[config.mk]
export PLATFORM = sky130hd
export DESIGN_NAME = instr_fetch
export DESIGN_NICKNAME = d
export VERILOG_FILES = /design/src/rtl/instr_fetch.sv
export SDC_FILE = /design/constraint.sdc
export NUM_CORES = 1
export LEC_CHECK = 0
export CAP_MARGIN = 10
export CORE_MARGIN = 4
export CORE_UTILIZATION = 50
export CTS_CLUSTER_SIZE = 14
export DETAILED_ROUTE_END_ITERATION = 16
export PLACE_DENSITY_LB_ADDON = 0.2
export SLEW_MARGIN = 10
export SYNTH_ARGS = -nofsm -noshare
export SYNTH_HDL_FRONTEND = slang
export SYNTH_SLANG_ARGS = --single-unit
[constraint.sdc]
create_clock -name clk -period 3.2 [get_ports clk]
set_input_delay 0.32 -clock clk [delete_from_list [all_inputs] [get_ports clk]]
set_output_delay 0.32 -clock clk [all_outputs]
set_load 0.005 [all_outputs]
[src/rtl/instr_fetch.sv]
// Instruction fetch stage: program memory plus a PC that presents each word to the
// control unit for as many cycles as that instruction type needs.
module instr_fetch #(
    parameter int INSTR_WIDTH = 20,
    parameter int ADDR_BITS   = 5
) (
    input  logic                   clk,
    input  logic                   rst,
    input  logic                   prog_we,
    input  logic [ADDR_BITS-1:0]   prog_addr,
    input  logic [INSTR_WIDTH-1:0] prog_data,
    input  logic                   start,
    output logic [INSTR_WIDTH-1:0] instr,
    output logic [ADDR_BITS-1:0]   pc,
    output logic                   running,
    output logic                   halted
);

    localparam int DEPTH = 1 << ADDR_BITS;

    typedef enum logic [1:0] {
        S_IDLE  = 2'd0,
        S_ISSUE = 2'd1,
        S_HALT  = 2'd2
    } state_t;

    logic [INSTR_WIDTH-1:0] mem_q [DEPTH];

    state_t                 state_q, state_d;
    logic [INSTR_WIDTH-1:0] instr_q, instr_d;
    logic [ADDR_BITS-1:0]   pc_q, pc_d;
    logic [2:0]             cnt_q, cnt_d;

    logic [ADDR_BITS-1:0]   pc_next;
    logic [INSTR_WIDTH-1:0] word_first;
    logic [INSTR_WIDTH-1:0] word_next;
    logic [1:0]             type_first;
    logic [1:0]             type_next;

    // Cycles the CU spends on each instruction type; type 00 is the halt word.
    function automatic logic [2:0] hold_of(input logic [1:0] typ);
        case (typ)
            2'b01:   hold_of = 3'd3;
            2'b10:   hold_of = 3'd4;
            2'b11:   hold_of = 3'd3;
            default: hold_of = 3'd0;
        endcase
    endfunction

    // The program has no reset so it survives rst; reads see pre-write data.
    always_ff @(posedge clk) begin
        if (prog_we) begin
            mem_q[prog_addr] <= prog_data;
        end
    end

    assign pc_next    = pc_q + {{(ADDR_BITS-1){1'b0}}, 1'b1};
    assign word_first = mem_q[{ADDR_BITS{1'b0}}];
    assign word_next  = mem_q[pc_next];
    assign type_first = word_first[INSTR_WIDTH-1 -: 2];
    assign type_next  = word_next[INSTR_WIDTH-1 -: 2];

    always_comb begin
        state_d = state_q;
        instr_d = instr_q;
        pc_d    = pc_q;
        cnt_d   = cnt_q;
        case (state_q)
            S_IDLE: begin
                if (start) begin
                    instr_d = word_first;
                    pc_d    = {ADDR_BITS{1'b0}};
                    // Loading hold rather than hold-1 gives the first word its extra cycle.
                    if (type_first == 2'b00) begin
                        state_d = S_HALT;
                        cnt_d   = 3'd0;
                    end else begin
                        state_d = S_ISSUE;
                        cnt_d   = hold_of(type_first);
                    end
                end
            end
            S_ISSUE: begin
                if (cnt_q == 3'd0) begin
                    instr_d = word_next;
                    pc_d    = pc_next;
                    if (type_next == 2'b00) begin
                        state_d = S_HALT;
                        cnt_d   = 3'd0;
                    end else begin
                        cnt_d   = hold_of(type_next) - 3'd1;
                    end
                end else begin
                    cnt_d = cnt_q - 3'd1;
                end
            end
            S_HALT: begin
                state_d = S_HALT;
            end
            default: begin
                state_d = S_IDLE;
            end
        endcase
    end

    always_ff @(posedge clk or posedge rst) begin
        if (rst) begin
            state_q <= S_IDLE;
            instr_q <= '0;
            pc_q    <= '0;
            cnt_q   <= '0;
        end else begin
            state_q <= state_d;
            instr_q <= instr_d;
            pc_q    <= pc_d;
            cnt_q   <= cnt_d;
        end
    end

    assign instr   = instr_q;
    assign pc      = pc_q;
    assign running = (state_q == S_ISSUE);
    assign halted  = (state_q == S_HALT);

endmodule

==> results_dict.tcl <==
set metrics [dict create \
    synth_edf_count 640 \
    status "finished clean" \
    hold_viol 0 \
    cts_root_buffer "clkbuf_16" \
    drt_wl_total_mm 66.3 \
    final_core_util 0.589 \
    fmax_mhz 335 \
    leakage_nw 9.71 \
    fin_skew_ns 0.0290 \
    post-place-cells 2074 \
    antenna_found_initial 2 \
    clock_latency_ns 0.61 \
    syn-cell-area_um2 26100 \
    setup_violations 0 \
    nets 1501 \
    overflow 0 \
    synthSimpleGateAreaFrac 0.0518 \
    dp_hpwl_mm 36.6 \
    synthesis.nets 1372 \
    grt_pass1_wl_mm 96.7 \
    io_buffers 55 \
    final_common_cell "edfxtp_1" \
    synth_top_family_by_area "multiplexers" \
    cts_made_buffers 68 \
    synthMuxAreaShare 0.141 \
    drt-pass1-iter-count 5 \
    rsz0062_at_grt "false" \
    cp.required_ns 3.69 \
    grt_use_total 0.239 \
    route.detailed.drc 0 \
    die_w_um 237 \
    nFillCells 3801 \
    h-tree-depth 3 \
    vias 13700 \
    crit_arrival_ns 3.47 \
    reg2reg_from "pc[0]" \
    drt_iter0_markers 1862 \
    routedWlPerCell_um 30.1 \
    p_per_area_nw_per_um2 738 \
    r2r_cells 10 \
    cts_tree "done" \
    die_h_um 237 \
    clk_pin_slew_worst_paths_ns 0.06 \
    ios 56 \
    first_global_vias 13800 \
    viasPerCell 6.22 \
    synth.avg_cell_area_um2 19.6 \
    relSlewSlack 0.243 \
    crit_path_start_kind "flip-flop" \
    cts_buffer_depth 3 \
    syn_inst 1336 \
    worst_slew_pin_slew_ns 1.13 \
    crit_fanout 8 \
    synth_cell_types 47 \
    synthFlopType "edfxtp_1" \
    cts_sinks 670 \
    min_path_type "input pin to asynchronous set/reset pin" \
    critPathKind "flip-flop to flip-flop" \
    drive_gt1_frac 0.249 \
    fin_crit_ns 2.98 \
    ys_ff_latch 670 \
    ir_drop_mv 0.500 \
    final_cell_count_no_fill 2201 \
    core_area_um2 51500 \
    post-cts-setup-buffer-count 0 \
    drt.antenna.violating_nets 0 \
    synth_compound_area_frac 0.0248 \
    grt_max_degree 66 \
    drv_cap 0 \
    die_area_um2 56000 \
    rows 83 \
    synth_warnings 0 \
    gp_congestion 0.795 \
    final_cell_mix "640 x edfxtp_1, 165 x nand2_1, 158 x mux4_2" \
    synthArstFlopShare 0.0448 \
    rr_endpoint "state_q[1]" \
    synth_fa_ha_area_frac 0.00335 \
    yosysSeqAreaShare 0.764 \
    drv_slew 0 \
    ff2ff_setup_slack_ns 0.22 \
    initial_core_util 0.507 \
    setup_tns_ns 0 \
    endpoint_kind "flip-flop" \
    synth-xor-area-share 0.00196 \
    min_period_over_period 0.932 \
    area_delta_synth_final_pct 16.1 \
]
## per-stage QoR
step                power (mW)  setup WS, ns  hold slack [ns]  cell area [um^2]
global route              23.3        0.0940            0.337             30300
detailed placement        14.9         0.116            0.476             28200
global placement          14.9         0.179            0.468             28200
floorplan                 13.2         0.294            0.411             26100
finish                    22.4         0.218            0.279             30400
CTS                       22.6        0.0875            0.280             30300
## critical path, stage by stage (launching register included)
cell      delay, ns
dfrtp_4        0.49
ha_4           0.21
xor2_4         0.24
buf_4          0.21
mux2_2         0.34
o211ai_1       0.17
o22ai_1        0.12
a211oi_1       0.39
a21oi_1        0.13
nor2b_1        0.22
mux2_1         0.34
## cell usage after synthesis, types with 8 or more instances
library cell / count / area share
nor3_1: 10 / 0.0019
buf_2: 24 / 0.0046
clkbuf_1: 36 / 0.0052
mux2i_1: 8 / 0.0031
dfrtp_1: 30 / 0.029
inv_1: 8 / 0.0011
nand3_1: 44 / 0.0084
nor2_1: 56 / 0.0080
a311oi_1: 15 / 0.0050
nand2_1: 165 / 0.024
and3_1: 15 / 0.0036
o21ai_0: 33 / 0.0063
a311o_1: 15 / 0.0057
edfxtp_1: 640 / 0.74
buf_1: 10 / 0.0014
mux4_2: 158 / 0.14
## routing by layer
layer,share of wire,global-route usage,wire length (um)
met2,0.47,0.362,30900
met5,0,0,0
met4,0.024,0.0711,1610
met1,0.41,0.354,27400
met3,0.097,0.0550,6400
## power breakdown
part / leakage, nW / switching (mW) / total (mW) / internal, mW
sequential: 6.14 / 0.192 / 10.1 / 9.89
combinational: 2.52 / 2.39 / 4.58 / 2.18
clock: 1.05 / 3.26 / 7.75 / 4.48
## registers in the layout, indices dropped and copies added (netlist names)
name	count
pc	5
cnt_q	3
instr	20
mem_q	640
state_q	2
## logic make-up (layout without fill, tap and decap cells)
| family | Yosys count | count (layout) |
|---|---|---|
| flops | 670 | 670 |
| xor+xnor | 5 | 5 |
| compound gates | 91 | 91 |
| mux | 170 | 170 |
| other cells | 0 | 1 |
| buf+inv | 81 | 265 |
| simple gates | 312 | 312 |
| fa+ha+maj | 7 | 7 |
## how the worst max path moves through the flow
stage / endpoint / from / cells after the start
6_report: state_q[1] / pc[0] / 10
5_1_grt: state_q[1] / pc[0] / 10
4_1_cts: instr[10] / pc[0] / 10
3_5_place_dp: instr[10] / pc[0] / 10
3_3_place_gp: instr[10] / pc[0] / 10
2_1_floorplan: instr[2] / pc[0] / 9
## final cells by class
class	count	area, um^2	area share
well taps	680	851	0.0280
multi-input cells	585	5990	0.197
clock buffers	95	1900	0.0625
inverters	9	33.8	0.00111
repair buffers	131	1330	0.0439
flip-flops and latches	670	20000	0.658
diodes	1	2.50	0.0000825
clock inverters	30	269	0.00886
## repair_timing
action / 4_1_cts / 5_1_grt
gates resized for setup: 0 / 1
setup endpoints to repair: 0 / 1
hold buffers: 0 / 0
Power figures use the tool's default switching activity.
